==> src/rtl/change_dispenser.sv <==
// Greedy change dispenser: pays out an amount using 10/5/2/1 coins, one hopper handshake per coin.
// Optional hopper timeout/fault handling is enabled by defining CHANGE_TIMEOUT_EN.
module change_dispenser #(
  parameter int unsigned TIMEOUT_CYCLES = 16
) (
  input  logic       clk,
  input  logic       rst,
  input  logic       start,
  input  logic [7:0] amount,
  input  logic       coin_ack,
  input  logic       fault_clr,
  output logic       coin_req,
  output logic [3:0] coin_val,
  output logic [7:0] remaining,
  output logic       busy,
  output logic       done,
  output logic       fault
);

  typedef enum logic [2:0] {
    S_IDLE,
    S_SELECT,
    S_EJECT,
    S_DONE,
    S_FAULT
  } state_t;

  state_t     r_state;
  state_t     w_next;
  logic [7:0] r_remaining;
  logic [3:0] r_coin_val;
  logic       w_last_coin;

  function automatic logic [3:0] pick_coin(input logic [7:0] amt);
    if (amt >= 8'd10)     return 4'd10;
    else if (amt >= 8'd5) return 4'd5;
    else if (amt >= 8'd2) return 4'd2;
    else                  return 4'd1;
  endfunction

  assign w_last_coin = (r_remaining == {4'd0, r_coin_val});

`ifdef CHANGE_TIMEOUT_EN
  localparam logic [4:0] TIMER_LAST = 5'(TIMEOUT_CYCLES - 1);

  logic [4:0] r_timer;
  logic       w_timeout;

  assign w_timeout = (r_timer == TIMER_LAST);

  always_ff @(posedge clk or posedge rst) begin
    if (rst) begin
      r_timer <= 5'd0;
    end else if (r_state == S_SELECT) begin
      r_timer <= 5'd0;
    end else if (r_state == S_EJECT && !coin_ack) begin
      r_timer <= r_timer + 5'd1;
    end
  end
`else
  logic w_unused_cfg;
  assign w_unused_cfg = fault_clr ^ TIMEOUT_CYCLES[0];
`endif

  // NOTE: sequential state uses non-blocking assignments so every register
  // samples the pre-edge values, independent of statement order.
  always_ff @(posedge clk or posedge rst) begin
    if (rst) r_state <= S_IDLE;
    else     r_state <= w_next;
  end

  // NOTE: w_next gets its default first so no path through the case infers a latch.
  always_comb begin
    w_next = r_state;
    case (r_state)
      S_IDLE: begin
        if (start) w_next = (amount == 8'd0) ? S_DONE : S_SELECT;
      end
      S_SELECT: w_next = S_EJECT;
      S_EJECT: begin
        if (coin_ack) begin
          w_next = w_last_coin ? S_DONE : S_SELECT;
        end
`ifdef CHANGE_TIMEOUT_EN
        else if (w_timeout) begin
          w_next = S_FAULT;
        end
`endif
      end
      S_DONE: w_next = S_IDLE;
      S_FAULT: begin
`ifdef CHANGE_TIMEOUT_EN
        if (fault_clr) w_next = S_IDLE;
`else
        w_next = S_IDLE;
`endif
      end
      default: w_next = S_IDLE;
    endcase
  end

  // Remaining is only ever reduced by a coin no larger than itself, so it cannot underflow.
  always_ff @(posedge clk or posedge rst) begin
    if (rst) begin
      r_remaining <= 8'd0;
      r_coin_val  <= 4'd0;
    end else begin
      case (r_state)
        S_IDLE:   if (start) r_remaining <= amount;
        S_SELECT: r_coin_val <= pick_coin(r_remaining);
        S_EJECT:  if (coin_ack) r_remaining <= r_remaining - {4'd0, r_coin_val};
        default:  ;
      endcase
    end
  end

  assign coin_req  = (r_state == S_EJECT);
  assign coin_val  = r_coin_val;
  assign remaining = r_remaining;
  assign busy      = (r_state != S_IDLE);
  assign done      = (r_state == S_DONE);
`ifdef CHANGE_TIMEOUT_EN
  assign fault     = (r_state == S_FAULT);
`else
  assign fault     = 1'b0;
`endif

endmodule

==> config.mk <==
export PLATFORM = sky130hd
export DESIGN_NAME = change_dispenser
export DESIGN_NICKNAME = d
export VERILOG_FILES = /design/src/rtl/change_dispenser.sv
export SDC_FILE = /design/constraint.sdc
export NUM_CORES = 1
export LEC_CHECK = 0
export ABC_CLOCK_PERIOD_IN_PS = 1750
export CORE_ASPECT_RATIO = 1.4
export CORE_UTILIZATION = 41
export CTS_CLUSTER_SIZE = 30
export DETAILED_ROUTE_END_ITERATION = 8
export PLACE_DENSITY = 0.74
export SLEW_MARGIN = 40
export SYNTH_ARGS = -nofsm -noshare
export SYNTH_HDL_FRONTEND = slang
export SYNTH_SLANG_ARGS = --single-unit
==> constraint.sdc <==
create_clock -name clk -period 1.75 [get_ports clk]
set_input_delay 0.175 -clock clk [delete_from_list [all_inputs] [get_ports clk]]
set_output_delay 0.175 -clock clk [all_outputs]
set_load 0.005 [all_outputs]
==> impl_metrics.ini <==
[logic_synthesis]
yosys_warnings = 0
ys_types = 40
ys_seq_area_frac = 0.373
postSynth.asyncResetShare = 1.00
synth_nets = 127
syn_avg_cell_area_um2 = 8.61
synthTopCellsByCount = nor2_1, dfrtp_1, nand2_1, inv_1, a21oi_1
yosysTopAreaCellShare = 0.373
synth_most_common_cell = nor2_1
synthFlopType = dfrtp_1
synth_largest_area_cell = dfrtp_1
syn_inst = 109
synth_area_um2 = 938
synth-edff-count = 0
ys_ff_latch = 14
synth_area_leaders = dfrtp_1, nor2_1, ha_1

[place]
routabilityCongestion = 0.810
dpl.hpwl_um = 1990
dpl_cell_area_mm2 = 0.00135
io_buffers = 26
pre_cts_slack_ns = -0.142

[critical_path]
cp.required_ns = 1.94
worstSetupPathType = flip-flop to flip-flop
end_kind = flip-flop
crit_arrival_ns = 1.99
crit_path_start_kind = flip-flop
critPathMaxFanout = 4

[pwr]
p_comb_frac = 0.648
p_sw_mw = 0.927
p_per_area_mw_per_mm2 = 1630
total_power_mw = 2.31
seq_power_share = 0.265
p_sw_frac = 0.401
internal_power_mw = 1.39
peakVddDrop_v = 0.000843
leakagePower_nw = 0.616
pwr-share-clk = 0.087

[floorplanning]
row_count = 20
core_mm2 = 0.00218
die_x_um = 42.4
initial_core_util = 0.431
io_pins = 29
dieArea_mm2 = 0.00249
die_y_um = 58.6

[layout]
final_cell_area_mm2 = 0.00142
nets = 173
insertedDiodeCount = 0
drive_gt1_frac = 0.240
fill_cells = 180
syn2layout_area_growth_pct = 51.5

[min_path]
hold_path_class = input pin to async pin

[clock_network]
cts_tree = built
numClockSinks = 14
clk_pin_slew_worst_paths_ns = 0.09
clock_path_buffers = 2
cts-buffers-inserted = 3
postCtsHoldBufs = 0
root_buffer = clkbuf_4
h-tree-depth = 1
clk-insertion-delay-late_ns = 0.29

[drt]
wl_um = 2520
met3_length_um = 90
via_per_inst = 5.62
met1_length_um = 999
top_layer_used = met4
drt_iter0_markers = 19
met2_wirelength_um = 1360
avgRoutedWirePerCell_um = 14.3
first_pass_iters = 6
via_count = 989
drc = 0
antenna_left = 0

[job]
drv_cap = 0

[timing]
drv_slew = 0
finalClockSkew_ns = 0.00430
fin_ws_ns = -0.0534
hold_violations = 0
rsz0062_at_grt = true
worst_pin_slew_ns = 0.550
timing.fmax_mhz = 555
timing.final.crit_share = 1.03
setup_viol = 4
max-slew-margin-rel = 0.633
post-route-min-period_ns = 1.80

[global_routing]
grt_max_degree = 15
grt_pass1_wl_um = 4090
antenna_found_initial = 0
grt.overflow.total = 0
grt_pass1_vias = 949
grtUsageTotal = 0.218

[outcome]
failed_checks = negative setup slack
status = finished with violations
-- worst max-delay path, cell delays in order (launching register included) --
cell and delay [ns]:
dfrtp_1 0.40, inv_2 0.08, ha_4 0.13, inv_2 0.03
fa_2 0.34, a21o_1 0.19, a21oi_4 0.17, a41oi_1 0.14
o22a_1 0.22
-- power by group through the flow --
stage	sequential [mW]	clock (mW)	combinational (mW)
global route	0.632	0.210	1.63
CTS	0.608	0.202	1.48
floorplan	0.609	0	0.742
global placement	0.608	0	1.36
detailed placement	0.611	0	1.40
finish	0.614	0.201	1.50
-- worst paths after layout --
kind	startpoint	endpoint	slack (ns)	cells after the start
worst min register to register	coin_val[3]	coin_val[3]	0.57	2
worst max register to register	remaining[0]	remaining[6]	-0.05	8
min in group clk	amount[1]	remaining[1]	0.53	3
worst max-delay path	remaining[0]	remaining[6]	-0.05	8
worst min-delay path	rst	remaining[6]	0.22	2
max in group asynchronous	rst	r_state[1]	1.14	2
-- timing repair --
item / in CTS / in global routing
gates resized for setup: 4 / 1
buffers inserted: 2 / 2
pin swaps: 2 / 1
setup endpoints to repair: 5 / 5
-- state kept, by name, indices dropped and copies added, names as in the netlist --
name	count
remaining	8
coin_val	4
r_state	2
-- logic make-up after synthesis --
group | share of synthesized area
xor gates and xnor gates | 0.00934
other | 0.00400
muxes | 0.0213
DFF | 0.373
buffers and inverters | 0.0573
and+or+nand+nor | 0.240
adders and majority gates | 0.0747
AOI/OAI and AO/OA | 0.220
-- stage by stage --
stage	utilization	setup TNS (ns)	hold slack [ns]	cells
3_3_place_gp	0.621	-0.177	0.537	168
2_1_floorplan	-	-0.0281	0.0642	109
6_report	0.653	-0.111	0.220	176
5_1_grt	0.653	-0.466	0.309	176
4_1_cts	0.645	-0.134	0.250	174
3_5_place_dp	0.621	-0.332	0.560	168
-- final cells by class --
cell class	instances	area (um^2)	share of cell area
Timing Repair Buffer	45	407	0.286
Sequential cell	14	354	0.249
Inverter	9	33.8	0.0238
Clock buffer	4	26.3	0.0185
Multi-Input combinational cell	82	573	0.403
Tap cell	22	27.5	0.0194
-- layer usage --
layer / global-route usage / vias to the layer above
li1: - / 478
met4: 0.129 / 0
met2: 0.404 / 29
met1: 0.241 / 475
met5: 0 / -
met3: 0.0123 / 7
-- cell usage in the layout (no fill, tap or decap), types with 3 or more instances in the layout --
cell type,n
inv_2,4
nor2_1,15
dfrtp_1,11
buf_4,18
o22a_1,3
a31oi_1,4
dfrtp_2,3
a21oi_1,5
o22ai_1,3
clkdlybuf4s50_1,26
o21ai_0,3
nand2_1,10
clkbuf_4,3
nor3_1,3
inv_1,5
No activity file was read; power rests on OpenSTA's default activity.
==> patch: new RTL, same flow settings <==
Build with the macro `CHANGE_TIMEOUT_EN` defined.
--- a/src/rtl/change_dispenser.sv
+++ b/src/rtl/change_dispenser.sv
@@ -1,5 +1,7 @@
 // Greedy change dispenser: pays out an amount using 10/5/2/1 coins, one hopper handshake per coin.
 // Optional hopper timeout/fault handling is enabled by defining CHANGE_TIMEOUT_EN.
+`define CHANGE_TIMEOUT_EN
+
 module change_dispenser #(
   parameter int unsigned TIMEOUT_CYCLES = 16
 ) (
Formal check against the unedited RTL: no difference found for any inputs over 10 cycles, from zero or initial values and one cycle with rst high; that may be too few to reach the edited logic, so the function may still have changed.
==> patch against the unedited design <==
  * Routed wire length rose by 31%
  * Worst setup slack improved by 0.070 ns
  * Synthesized area rose by 33%
  * Non-clock buffer count rose by 10
  * Power rose by 52%
  * Hold slack improved by 0.018 ns
  * Sequential cell count rose by 6
  * Final area rose by 33%
  * Synthesized cell count rose by 24%
  * Critical endpoint is now remaining[4]
  * Largest cell class unchanged
==> patch: results (changes against the unedited design) <==
----------------------------------------------------
[GRT]
  Wire length of the first global-routing pass ... 5370 um (+31%)
  Vias in the first global route ... 1,253 (+32%)
  Pin count of the biggest net entering global routing ... 21 (+6)
  Met2 usage ... 42.2% (+1.7 points)
  Met3 track utilization from global routing ... 2.25% (+1.0 points)
  Routing usage on met1 ... 23.0% (-1.1 points)
  Global routing usage summed across all routing layers ... 21.3% (-0.44 points)

[Timing]
  Worst-margin pin slew ... 0.420 ns (-0.130 ns)
  Final worst clock skew ... 0.00444 ns (+0.000141 ns)
  Worst hold margin ... 0.238 ns (+0.0179 ns)
  Min Tclk post-route ... 1.73 ns (-0.0700 ns)

[Logic synthesis]
  Register area share after synthesis ... 40.1% (+2.8 points)
  Most frequent cells after synthesis ... sky130_fd_sc_hd__dfrtp_1, sky130_fd_sc_hd__nor2_1, sky130_fd_sc_hd__inv_1
  Number of distinct standard cells referenced by the synthesized netlist ... 44 (+10%)
  Top cells by area in the synthesized netlist ... sky130_fd_sc_hd__dfrtp_1, sky130_fd_sc_hd__ha_1, sky130_fd_sc_hd__nor2_1

[Status]
  Result of the run ... complete, no violations

[Pwr]
  IR Drop Worst-Case VDD ... 1.05 mV (+24%)
  Internal power ... 0.00211 W (+52%)
  Leak Pwr ... 0.850 nW (+38%)

[Route]
  Total detailed-routing wirelength ... 3290 um (+31%)
  Detailed Routing Iterations Pass 1 ... 4 (-2)
  DR iter-0 viols ... 52 (+33)
  Total via count after detailed routing ... 1,216 (+23%)

[Placement]
  PortBufs ... 28 (+7.7%)
  Worst Setup Slack post-DPL ... -0.128 ns (+0.0143 ns)
  Global placement routability congestion ... 0.920 (+14%)
  Final HPWL DP ... 2460 um (+24%)

[Worst setup path]
  Register-to-register setup slack ... 0.02 ns (+0.07 ns)
  Endpoint arrival time on the critical path ... 1.87 ns (-0.12 ns)

[CTS]
  Clock latency on the worst-skew pair ... 0.26 ns (-0.03 ns)
  Buffer cell driving the clock tree root ... sky130_fd_sc_hd__clkbuf_8

[Layout]
  Number of filler cells placed in the layout ... 232 (+29%)
  Post-layout net count ... 211 (+22%)
  Fraction of final layout cells sized beyond drive strength 1 ... 27.9% (+3.9 points)

----------------------------------------------------
==> patch: changes by cell type in the layout (fill, tap and decap cells not counted), sizes merged, moves of 3 or more <==
cell   change
o21ai      +5
nor2       +4
inv        +4
xor2       +3
dfrtp      +6
buf        +8
==> patch: area by class of cell <==
class / instances / area share, %
Inverter: 13 / 2.97
Clock buffer: 4 / 2.91
Tap cell: 37 / 2.45
Timing Repair Buffer: 55 / 25.4
Multi-Input combinational cell: 98 / 39.9
Sequential cell: 20 / 26.4
==> patch: timing repair <==
| item | CTS | global route |
|---|---|---|
| pin swaps | 5 | 8 |
| buffers inserted | 3 | 1 |
| gates resized for setup | 15 | 9 |
| endpoints found under the setup margin | 6 | 7 |
==> patch: kinds of logic after synthesis <==
group                      count (synthesis)  synth area share (%)
DFF                                       20                  40.1
and+or+nand+nor                           46                  19.3
adders and majority gates                  7                  7.62
muxes                                      1                 0.802
xor gates and xnor gates                   5                  3.51
AOI/OAI and AO/OA                         39                  21.7
buffers and inverters                     17                  7.02
==> patch: per-layer routing <==
metal | wire (um) | part of all wire [%]
met5 | 0 | 0
met4 | 27 | 0.82
met3 | 59 | 1.8
met2 | 1840 | 56
met1 | 1360 | 41
==> patch: final timing paths <==
| path | endpoint | cells after the start |
|---|---|---|
| hold reg to reg | r_timer[3] | 2 |
| setup / recovery | remaining[4] | 9 |
| hold / removal | r_timer[4] | 3 |
| max in group asynchronous | r_timer[3] | 3 |
| min in group clk | r_state[2] | 2 |
| setup reg to reg | remaining[4] | 9 |
==> patch: worst reg2reg max path, cell delays in order (launching register included) <==
cell and delay [ns]:
sky130_fd_sc_hd__dfrtp_1 0.39, sky130_fd_sc_hd__inv_2 0.08, sky130_fd_sc_hd__ha_4 0.13, sky130_fd_sc_hd__inv_2 0.04
sky130_fd_sc_hd__fa_2 0.33, sky130_fd_sc_hd__a21o_1 0.21, sky130_fd_sc_hd__a21oi_4 0.17, sky130_fd_sc_hd__nor2_1 0.06
sky130_fd_sc_hd__o21ai_1 0.12, sky130_fd_sc_hd__o21ai_1 0.08
==> patch: power by group through the flow <==
stage | combinational (W) | sequential [W] | clock (W)
3_5_place_dp | 0.00204 | 0.000779 | 0
2_1_floorplan | 0.00113 | 0.000821 | 0
5_1_grt | 0.00258 | 0.000800 | 0.000387
4_1_cts | 0.00222 | 0.000772 | 0.000365
6_report | 0.00238 | 0.000778 | 0.000359
3_3_place_gp | 0.00197 | 0.000769 | 0
==> patch: per-stage QoR <==
step                total power [W]  cells  util (%)  instance area (um2)  setup TNS [ns]
floorplan                   0.00195    135         -                 1250               0
global placement            0.00274    219      59.7                 1720        -0.00371
detailed placement          0.00282    219      59.7                 1720          -0.326
CTS                         0.00336    226      64.0                 1840               0
finish                      0.00351    227      65.8                 1890               0
global route                0.00377    227      65.8                 1890          -0.266
